### src/rtl/mem_pkg.sv
// Shared definitions for the IF/LS main-memory arbiter.
package mem_pkg;

  localparam int unsigned WORD_SIZE   = 32;
  localparam int unsigned MEMORY_BITS = 5;

  typedef enum logic [1:0] {
    ST_IDLE   = 2'd0,
    ST_ACCESS = 2'd1,
    ST_RESP   = 2'd2
  } state_t;

  localparam logic GNT_IF = 1'b0;
  localparam logic GNT_LS = 1'b1;

endpackage

### src/rtl/mem_arb_pick.sv
// Combinational winner select between IF and LS requesters.
// MEM_ARB_ROUND_ROBIN_EN selects round-robin on collisions; otherwise LS has fixed priority.
module mem_arb_pick
  import mem_pkg::*;
(
  input  logic if_req,
  input  logic ls_req,
`ifdef MEM_ARB_ROUND_ROBIN_EN
  input  logic last_ls,
`endif
  output logic win_ls,
  output logic any
);

  always_comb begin
    any = if_req | ls_req;
`ifdef MEM_ARB_ROUND_ROBIN_EN
    // On a collision the requester not granted last time wins.
    if (if_req && ls_req)
      win_ls = (last_ls == GNT_LS) ? GNT_IF : GNT_LS;
    else
      win_ls = ls_req ? GNT_LS : GNT_IF;
`else
    win_ls = ls_req ? GNT_LS : GNT_IF;
`endif
  end

endmodule

### src/rtl/mem_arbiter.sv
// Shares the single-port main memory between IF and LS: IDLE -> ACCESS -> RESP.
// Build option: MEM_ARB_ROUND_ROBIN_EN enables round-robin arbitration on collisions.
module mem_arbiter #(
  parameter int unsigned WORD_SIZE   = mem_pkg::WORD_SIZE,
  parameter int unsigned MEMORY_BITS = mem_pkg::MEMORY_BITS
) (
  input  logic                   clk,
  input  logic                   reset,
  input  logic                   if_req,
  input  logic [MEMORY_BITS-1:0] if_addr,
  output logic                   if_done,
  output logic [WORD_SIZE-1:0]   if_rdata,
  input  logic                   ls_req,
  input  logic                   ls_we,
  input  logic [MEMORY_BITS-1:0] ls_addr,
  input  logic [WORD_SIZE-1:0]   ls_wdata,
  output logic                   ls_done,
  output logic [WORD_SIZE-1:0]   ls_rdata,
  output logic [MEMORY_BITS-1:0] mem_address,
  output logic                   mem_write,
  output logic                   mem_read,
  output logic [WORD_SIZE-1:0]   mem_wdata,
  input  logic [WORD_SIZE-1:0]   mem_rdata,
  output logic                   busy,
  output logic                   grant_ls
);

  import mem_pkg::*;

  state_t state;
  logic   win_ls;
  logic   any;

`ifdef MEM_ARB_ROUND_ROBIN_EN
  logic last_ls;
`endif

  mem_arb_pick u_pick (
    .if_req  (if_req),
    .ls_req  (ls_req),
`ifdef MEM_ARB_ROUND_ROBIN_EN
    .last_ls (last_ls),
`endif
    .win_ls  (win_ls),
    .any     (any)
  );

  always_ff @(posedge clk) begin
    if (reset) begin
      state       <= ST_IDLE;
      if_done     <= 1'b0;
      ls_done     <= 1'b0;
      if_rdata    <= '0;
      ls_rdata    <= '0;
      mem_address <= '0;
      mem_write   <= 1'b0;
      mem_read    <= 1'b0;
      mem_wdata   <= '0;
      busy        <= 1'b0;
      grant_ls    <= GNT_IF;
`ifdef MEM_ARB_ROUND_ROBIN_EN
      last_ls     <= GNT_IF;
`endif
    end else begin
      case (state)
        ST_IDLE: begin
          if_done <= 1'b0;
          ls_done <= 1'b0;
          if (any) begin
            state    <= ST_ACCESS;
            busy     <= 1'b1;
            grant_ls <= win_ls;
`ifdef MEM_ARB_ROUND_ROBIN_EN
            last_ls  <= win_ls;
`endif
            if (win_ls == GNT_LS) begin
              mem_address <= ls_addr;
              mem_write   <= ls_we;
              mem_read    <= ~ls_we;
              // Write data only tracks LS writes; it holds across reads.
              if (ls_we)
                mem_wdata <= ls_wdata;
            end else begin
              mem_address <= if_addr;
              mem_write   <= 1'b0;
              mem_read    <= 1'b1;
            end
          end else begin
            mem_write <= 1'b0;
            mem_read  <= 1'b0;
          end
        end
        ST_ACCESS: begin
          // Memory updated mem_rdata at the mid-cycle negedge; capture it now.
          mem_write <= 1'b0;
          mem_read  <= 1'b0;
          state     <= ST_RESP;
          if (grant_ls == GNT_LS) begin
            ls_done <= 1'b1;
            if (mem_read)
              ls_rdata <= mem_rdata;
          end else begin
            if_done  <= 1'b1;
            if_rdata <= mem_rdata;
          end
        end
        ST_RESP: begin
          if_done <= 1'b0;
          ls_done <= 1'b0;
          busy    <= 1'b0;
          state   <= ST_IDLE;
        end
        default: begin
          state     <= ST_IDLE;
          mem_write <= 1'b0;
          mem_read  <= 1'b0;
          if_done   <= 1'b0;
          ls_done   <= 1'b0;
          busy      <= 1'b0;
        end
      endcase
    end
  end

endmodule
### config.mk
export PLATFORM = sky130hd
export DESIGN_NAME = mem_arbiter
export DESIGN_NICKNAME = d
export VERILOG_FILES = /design/src/rtl/mem_pkg.sv /design/src/rtl/mem_arb_pick.sv /design/src/rtl/mem_arbiter.sv
export SDC_FILE = /design/constraint.sdc
export NUM_CORES = 1
export LEC_CHECK = 0
export ABC_AREA = 0
export CORE_AREA = 3 3 94 118
export CTS_CLUSTER_DIAMETER = 60
export DETAILED_ROUTE_END_ITERATION = 8
export DIE_AREA = 0 0 97 121
export PLACE_DENSITY = 0.79
export SYNTH_ARGS = -nofsm -noshare
export SYNTH_HDL_FRONTEND = slang
export SYNTH_HIERARCHICAL = 1
export SYNTH_SLANG_ARGS = --single-unit
### constraint.sdc
create_clock -name clk -period 1.8 [get_ports clk]
set_input_delay 0.27 -clock clk [delete_from_list [all_inputs] [get_ports clk]]
set_output_delay 0.27 -clock clk [all_outputs]
set_load 0.02 [all_outputs]
Yosys cells after proc, flatten, opt, wreduce, memory -nomap -nowiden
Index checks and enable logic that the tools add are counted.
{ "op_classes": {"n_addsub": 0, "n_mul": 0, "div_mod_pow": 0, "magnitude_cmp": 0, "n_eq_ne": 3, "shifts": 0, "muxes": 12, "bitwise_logic": 4, "n_reduce_logical": 7} }
{ "op_table": {"columns": ["operator", "count"], "rows": [
  ["$mux 1", 6],
  ["$pmux 1 s2", 3],
  ["$reduce_and 2->1", 3],
  ["$mux 5", 1],
  ["$pmux 2 s2", 1],
  ["$reduce_and 4->1", 1],
  ["$not 1->1", 3],
  ["$reduce_and 3->1", 1],
  ["$eq 2x1->1 const B", 1],
  ["$eq 2x2->1 const B", 1],
  ["$logic_not 2->1", 1],
  ["$mux 2", 1],
  ["$ne 2x2->1 const B", 1],
  ["$reduce_or 2->1", 1],
  ["$or 1x1->1", 1]
]} }
{ "totals": {"reg_bits": 109, "latch_bits": 0, "ramBits": 0, "rom_bits": 0, "in_bits": 79, "output_inout_bits": 107, "mem_count": 0} }

Logic depth before layout (Yosys ltp)
Gate-level depths: netlist of run 1.
{ "logic_depth": {"depth_word": 4, "depth_mapped": 6, "ltp_nobuf": 4} }

Modules after synthesis
Netlist of run 1, hierarchy kept.
{ "modules_own_cells": {"columns": ["mod", "n_inst", "cells_each", "area_each_um2", "seq_area_each_um2"], "rows": [
  ["mem_arbiter", 1, 471, 4185.3, 2182.1],
  ["mem_arb_pick", 1, 2, 13.8, 0.0]
]} }

Least setup slack after synthesis of run 1
Ideal clock, no wire load.
{ "synth_path": {"kind": "in2reg", "startpoint": "input port ls_req", "endpoint": "register mem_wdata[10]", "setup_ns": 0.072, "arrival_time_ns": 1.320, "path_slack_ns": 0.408, "cell_stages": 6, "path_buffers": 4, "path_cell_list": "buf_4 > clkbuf_1 > and3_1 > buf_6 > buf_12 > mux2i_1"} }
{ "synth_via": {"elab_chain_cells": 2, "word_cells_on_any_way": 3, "cone_classes": "mux: 1; bitwise: 1; reduce/logical: 1"} }
{ "synth_lines": {"columns": ["item", "line_no", "rtl"], "rows": [
  ["start: declaration", "mem_arbiter.sv:13", "input logic ls_req,"],
  ["$mux 1 or $or 1x1->1 (tied branches)", "mem_arb_pick.sv:24, mem_arb_pick.sv:16", null],
  ["$reduce_and 4->1 (no line) *", null, null],
  ["end signal: assignment", "mem_arbiter.sv:82", "mem_wdata <= ls_wdata;"],
  ["end: declaration", "mem_arbiter.sv:22", "output logic [WORD_SIZE-1:0] mem_wdata,"]
]} }
Mark *: on every way between the ends. The rest lies on a longest branch, timed or not.
A chain may end at the register's enable or synchronous reset.

Worst setup path after layout of run 1
{ "layout_path": {"startpoint": "register mem_read", "endpoint": "output port mem_read"} }
{ "layout_lines": {"columns": ["item", "line_no", "rtl"], "rows": [
  ["start: declaration", "mem_arbiter.sv:21", "output logic mem_read,"],
  ["start signal: assignment", "mem_arbiter.sv:79", "mem_read <= ~ls_we;"]
]} }
No word-level cell between the ends.

==> impl_summary.md, run 1 <==
Run status
The flow ran to the end, and the final reports show no timing, DRC or antenna violations.

Placement
The worst slack at placement is -0.0448 ns. The estimated wirelength of the detail-placed design is 8.20 mm. The global placement routability congestion is 0.801.

During placement, the flow inserted port buffers numbering 185.

Min path
The path class of the tightest hold or removal check is in2reg.

Setup path
The slowest stage of the critical path belongs to the cell sky130_fd_sc_hd__clkdlybuf4s50_1. The critical path in this run is classified as reg2out. The reg-to-reg startpoint is state[1]. The end point of the critical path is mem_read. At the worst endpoint, the required time is 1.53 ns. The terminus of the critical flop-to-flop path is mem_wdata[24]. Counting both buffers and inverters, the worst setup path holds a total of 1. In this run the number of cells on the critical path is 1. The highest net fanout along the worst path is 4. The critical path goes through clkdlybuf4s50_1. STA classifies the critical path endpoint as an output port. Setup slack on the worst reg-to-reg path comes out at 0.37 ns. The family with the most delay on the worst path is buffers and inverters. STA classifies the critical path startpoint as a flop. The largest single stage delay on the critical path is 0.63 ns.

The data arrival at the endpoint of the critical path is 1.35 ns. The origin of the worst setup path is mem_read. The worst register-to-register path has a depth of 4.

Route
The detailed-route wire length per cell is approximately 15 um. The routed via count is 3749. The post-detailed-route DRC marker count is 0. The first detailed-routing pass ran for 4 iterations.

The wire length after detailed routing is 11.4 mm. The number of violations reported at the end of detailed-routing iteration 0 is between 100 and 150. Once detail routing completed, the nets flagged for antenna violations numbered 0. The via density per instance is just under 5.

Timing
The number of hold violations in the final report came to 0. The transition time at the pin with the least slew margin is 0.384 ns. Setup repair after global routing left no endpoint under its margin. The final critical path takes up roughly 90% of the cycle. Based on the critical path, the design can be clocked at up to 616 MHz. The number of setup violations in the final report is 0. Setup slack on the critical path of the routed design comes to 0.177 ns.

The worst slew margin relative to its limit is 74.3%. The number of pins with negative max-slew slack in the final report is 0. Clock skew on the completed layout was measured at 0.00500 ns. In the final timing run, aggregate negative setup slack is 0 ns. The worst path needs 1.62 ns of the cycle, external delays included.

Global route
The routing usage on met3 is under 10%. The number of global-route vias before repair is 3771. The routing usage on met1 is 23.1%.

The layer flagged by global routing as most heavily used is met2. Across every metal layer, demand over resource in global routing totals 19.3%. Entering global routing, the biggest net connects 55 pins. The initial antenna violation count is 0.

The met2 usage is 31.6%. The wire length of the first global-routing pass is 18.7 mm. The residual overflow from global routing is 0.

Clocking
The post-CTS clock slew at the launch and capture registers of the worst setup and hold paths is 0.07 ns. The clock latency of the later-clocked register in the worst-skew pair is about 0.34 ns. The maximum clock insertion buffer count is 2.

The number of levels the H-tree was split into is 3. The root buffer cell chosen for the clock tree is sky130_fd_sc_hd__clkbuf_16. The hold buffer count at cts is 0.

TritonCTS built the clock tree. The number of clock sinks seen by CTS is 109. The number of clock buffers inserted by TritonCTS is 9.

Layout
In the final layout, the share of cells above drive strength 1 is roughly 4.8%. The repair_antennas step left the layout with diodes totalling 0. Relative to the synthesized area, the layout overhead comes to 53.9%. The final layout net count is between 700 and 800.

Job
Across the run, the number of max-cap violations was 0.

Yosys
sky130_fd_sc_hd__dfxtp_1 takes more of the synthesized area than any other cell. The top-area cell type share of the netlist area is 52.0%. Synthesis produced a netlist with a net count of 552. The cell area that synthesis handed to floorplanning was 4200 um^2.

The synthesized design contains 109 register bits. A synthesized cell averages 8.88 um^2. The part of the Yosys area used for sequential elements is 52.0%.

By area the synthesized netlist is led by sky130_fd_sc_hd__dfxtp_1, sky130_fd_sc_hd__nand2_1, sky130_fd_sc_hd__nand2b_1. The number of synthesis warnings is 6. The count of unique library cells instantiated by Yosys is 30.

The cell count after synthesis came out at ~470.

Floorplanning
During I/O placement, the number of pins put on the boundary was 186. The overall die area is 11700 um^2. The initial cell density of the core is 41.6%. In this run the vertical extent of the chip is 121 um. The region available for standard cell placement spans 10100 um^2. The number of placement rows is 41. The horizontal extent of the die is 97 um.

Power and ir drop
In this run the power density over the cells is 849 nW/um^2. Registers are responsible for 47.1% of the overall power. The combinational fraction of design power is 15.9%. The peak supply drop is 0.526 mV. The net load switching power is 1.34 mW.

The static leakage power is 2.29 nW. Of the total power, the share spent switching nets is 24.5%. The clock share of power is 37.0%. The internal power of the cells totals 4.14 mW. The overall power of the completed layout is 5.49 mW.
-- repair_timing --
item | 4_1_cts | 5_1_grt
gates resized for setup | 0 | 1
endpoints found under the hold margin | 0 | 0
setup endpoints to repair | 0 | 1
setup buffers | 0 | 0
-- cells in the final DEF, fill, tap and decap left out, types with 5 or more instances in the layout --
master	instances
sky130_fd_sc_hd__nand2_1	129
sky130_fd_sc_hd__nor2_1	7
sky130_fd_sc_hd__buf_12	5
sky130_fd_sc_hd__clkdlybuf4s50_1	183
sky130_fd_sc_hd__a21oi_1	66
sky130_fd_sc_hd__clkbuf_16	9
sky130_fd_sc_hd__nand2b_1	64
sky130_fd_sc_hd__dfxtp_1	109
sky130_fd_sc_hd__buf_4	8
sky130_fd_sc_hd__a211oi_1	5
sky130_fd_sc_hd__mux2i_1	38
-- layout make-up --
class / count / area, um^2
Clock inverter: 4 / 55.1
Inverter: 2 / 7.51
Fill cell: 833 / 3640
Timing Repair Buffer: 197 / 2000
Tap cell: 129 / 161
Sequential cell: 109 / 2180
Clock buffer: 12 / 256
Multi-Input combinational cell: 325 / 1800
-- Yosys cell counts --
| cell | n |
|---|---|
| sky130_fd_sc_hd__nand2b_1 | 64 |
| sky130_fd_sc_hd__buf_1 | 3 |
| sky130_fd_sc_hd__nor3b_2 | 1 |
| sky130_fd_sc_hd__buf_4 | 1 |
| sky130_fd_sc_hd__o21a_1 | 1 |
| sky130_fd_sc_hd__and3_1 | 1 |
| sky130_fd_sc_hd__buf_12 | 3 |
| sky130_fd_sc_hd__nand3_1 | 1 |
| sky130_fd_sc_hd__inv_1 | 2 |
| sky130_fd_sc_hd__and4b_1 | 1 |
| sky130_fd_sc_hd__buf_2 | 11 |
| sky130_fd_sc_hd__nor2b_1 | 1 |
| sky130_fd_sc_hd__dfxtp_1 | 109 |
| sky130_fd_sc_hd__a31oi_1 | 1 |
| sky130_fd_sc_hd__a211oi_1 | 5 |
| sky130_fd_sc_hd__buf_6 | 2 |
| sky130_fd_sc_hd__a21boi_0 | 1 |
| sky130_fd_sc_hd__nor3b_1 | 1 |
| sky130_fd_sc_hd__nand4b_1 | 1 |
| sky130_fd_sc_hd__or3b_1 | 1 |
| sky130_fd_sc_hd__mux2i_1 | 38 |
| sky130_fd_sc_hd__nor3b_4 | 1 |
| sky130_fd_sc_hd__nor2_1 | 7 |
| sky130_fd_sc_hd__or2_1 | 1 |
| sky130_fd_sc_hd__nand3b_1 | 1 |
| sky130_fd_sc_hd__clkbuf_1 | 17 |
| sky130_fd_sc_hd__nor3_1 | 1 |
| sky130_fd_sc_hd__a21oi_1 | 66 |
| sky130_fd_sc_hd__nand2_1 | 129 |
| sky130_fd_sc_hd__and2_1 | 1 |
-- sequential cells by signal, summed over array words and instances (netlist names) --
signal       cells
state            2
ls_rdata        32
mem_wdata       32
busy             1
mem_write        1
mem_read         1
ls_done          1
mem_address      5
if_rdata        32
if_done          1
grant_ls         1
-- worst min path at each step --
stage | cells after the start | start | to
after floorplan | 2 | mem_rdata[5] | if_rdata[5]
after global placement | 2 | ls_rdata[5] | ls_rdata[5]
after detailed placement | 2 | ls_rdata[21] | ls_rdata[21]
after CTS | 2 | reset | state[0]
after global routing | 2 | reset | grant_ls
final | 2 | reset | state[0]
-- kinds of logic (layout without fill, tap and decap cells) --
kind of cell / Yosys count / in the layout / synth area share, %
DFF: 109 / 109 / 52.0
muxes: 38 / 38 / 9.06
buffers and inverters: 39 / 215 / 5.42
AOI/OAI and AO/OA: 74 / 74 / 9.27
and+or+nand+nor: 213 / 213 / 24.3
-- per-layer routing --
layer	up-vias	part of all wire [%]
met2	171	46
met5	-	0
met4	0	1.2
met3	11	11
met1	1694	42
li1	1873	-
-- stage by stage --
step	hold slack, ns	std cells	instance area [um^2]	util [%]
after floorplan	0.406	473	4200	-
after global placement	0.441	762	6150	60.9
after detailed placement	0.450	762	6150	60.9
after CTS	0.292	778	6460	63.9
after global routing	0.311	778	6460	64.0
final	0.297	778	6460	64.0
-- power by group through the flow --
stage	registers (mW)	clock network, mW	logic [mW]
finish	2.58	2.03	0.871
global route	2.60	2.16	0.936
CTS	2.58	2.07	0.877
detailed placement	2.64	0	0.873
global placement	2.63	0	0.861
floorplan	2.75	0	0.302
Note: power is estimated with default switching activity, not from simulation.
==> run 2: changes to the inputs <==
Settings changed: CORE_AREA 3 3 94 118 to 8 8 98 122, CTS_BUF_LIST set to sky130_fd_sc_hd__clkbuf_4 sky130_fd_sc_hd__clkbuf_8, DIE_AREA 0 0 97 121 to 0 0 106 130, PLACE_DENSITY 0.79 to 0.8, TNS_END_PERCENT set to 30.
==> run 2 against run 1 <==
Critical path depth is the same. Sequential share of layout area increased by 0.61 points. Final cell count fell by 0.13%. Critical endpoint unchanged. Highest routed layer unchanged.
==> impl_summary.md, run 2 (synthesis results as in run 1) <==
Setup path
For this design, the slowest cell found on the critical path is sky130_fd_sc_hd__clkdlybuf4s50_1. In this run the worst path has a maximum fanout of 4. The worst setup path is launched from a flop. The startpoint-to-endpoint class of the critical path is reg2out.

STA classifies the critical path endpoint as an output port. Setup slack on the worst reg-to-reg path comes out at 0.34 ns. Walking the worst path, the cells encountered are clkdlybuf4s50_1. The family with the most delay on the worst path is buffers and inverters.

In this design, the stage delay of the slowest critical-path cell is 0.64 ns. Data on the critical path arrives at its endpoint at 1.40 ns. The worst endpoint required time is 1.53 ns. The worst path buffer plus inverter count is 1.

Timing
The transition time at the pin with the least slew margin is 0.489 ns. Setup violations remaining at the end of the flow were counted as 0. Subtracting the final worst setup slack from the clock period gives 1.67 ns. The maximum frequency from static timing analysis is 600 MHz. Hold is met by 0.458 ns.

The worst setup margin is 0.133 ns. The number of pins with negative max-slew slack in the final report came to 0. Setup repair after global routing left no endpoint under its margin. The final critical-path share of the clock period is 92.6%. The sum of negative setup slack is 0 ns. The number of hold violations in the final report is 0.

Across the routed clock network, the largest skew measured is 0.00662 ns. The worst slew margin relative to its limit is approximately two thirds.

Job
Max-cap violations in this run came to 0.

Clocking
For the worst-skew pair, the clock arrives at the later sink with an insertion delay of 0.37 ns. The post-CTS clock slew at the launch and capture registers of the worst setup and hold paths is 0.10 ns. Once the clock tree was built, the setup fixing pass inserted 0 buffers.

TritonCTS built the clock tree. The cell sitting at the root of the clock tree is a sky130_fd_sc_hd__clkbuf_8. The clock tree synthesis step divided the H-tree into 3 levels. The clock passes through at most 2 buffers.

Counting every sink on the clock net gives about 110. Clock tree synthesis inserted a total of 9 buffers.

Layout
The utilization of the core after routing is 63.5%. The proportion of layout cells with a drive suffix above 1 is under 10%. The final layout net count is just over 700. The count of placed standard cells in the final layout, fillers left out is 777. Summing all multi-input logic gate instances after layout gives 1800 um^2.

Summing all non-filler instances in the final layout gives an area of 6350 um^2. The library cells used most frequently in the layout, excluding fill and tap cells, are sky130_fd_sc_hd__clkdlybuf4s50_1, sky130_fd_sc_hd__nand2_1, sky130_fd_sc_hd__dfxtp_1. Fill cells in the final layout number 840. Compared with the post-synthesis result, the final layout area differs by 51.2%. The most common cell after layout, fill and taps aside is sky130_fd_sc_hd__clkdlybuf4s50_1.

The largest registers in the layout are if_rdata x32, ls_rdata x32, mem_wdata x32. 0 antenna diodes ended up in the layout. Summing all flip-flop and latch instances after layout gives 2180 um^2.

Route
In the routed design, unresolved DRC markers number 0. The routed layout has roughly 3.8k vias. Summed over all layers, the routed wires come to 12.4 mm.

The via density per instance is 4.86. The count of antenna-violating nets left after detailed routing is 0. The detailed-route wire length per cell is 16.0 um. The first detailed-routing pass ran for 4 iterations. The number of violations reported at the end of detailed-routing iteration 0 is around 110.

Min path
The min-delay analysis places its worst path in the category reg2reg.

Global route
The total global-route track usage is 17.7%. The initial antenna violation count came to 0. The number of global-route vias before repair came to between 3k and 4k. The maximum number of pins on one net before global-route repair is 69. The wire length of the first global-routing pass is between 15 and 20 mm. The residual overflow from global routing is 0.

Floorplanning
The number of placement rows is 41. The die is between 100 and 150 um wide. Pin placement for this block handled around 190 I/O pins.

The initial utilization of the core area, before any placement, comes to 42.0%. The chip height is roughly 130 um. The area inside the core boundary is 10000 um^2. The overall die area is about 14000 um^2.

Placement
In this run, placement finished with an instance count of 761. In this run the cell area measured after placement is 6140 um^2. The count of input and output buffers is about 190. At the placement stage, the worst setup path has a slack of -0.0584 ns. The estimated wirelength of the detail-placed design is 9.32 mm. The congestion estimate from routability-driven global placement came to around 0.75.

Power and ir drop
In this run the static leakage power is 2.22 nW. The worst-case IR drop observed on VDD is 0.718 mV. The power density relative to cell area is 785 nW/um^2. The overall power of the completed layout is ~5 mW.

Run status
The run finished with clean final reports.
==> run 2: per-layer routing <==
metal  routed length (um)  GRT usage [%]  up-vias
li1                     -              -     1865
met1                 5060           19.6     1745
met2                 5640           28.2      154
met3                 1580           9.52       10
met4                  140           6.56        0
met5                    0              0        -
==> run 2: worst paths after layout <==
path          startpoint             to  cells after the start
max             mem_read       mem_read                      1
min          ls_rdata[5]    ls_rdata[5]                      2
max reg2reg     state[1]  mem_wdata[15]                      4
min reg2reg  ls_rdata[5]    ls_rdata[5]                      2
==> run 2: area by class of cell <==
class,count,area share (%)
sequential,109,34.4
tap,129,2.54
timing repair buffer,196,31.4
clock buffer,9,1.95
multi-input combinational,325,28.3
inverter,2,0.118
clock inverter,7,1.32
==> run 2: timing repair <==
action	4_1_cts	5_1_grt
endpoints found under the hold margin	0	0
hold buffers	0	0
endpoints found under the setup margin	1	0
gates resized for setup	1	0
==> run 2: power breakdown <==
group,internal [mW],switching (mW),total (mW)
Combinational,0.463,0.411,0.874
Clock,0.666,0.859,1.52
Sequential,2.52,0.0706,2.59
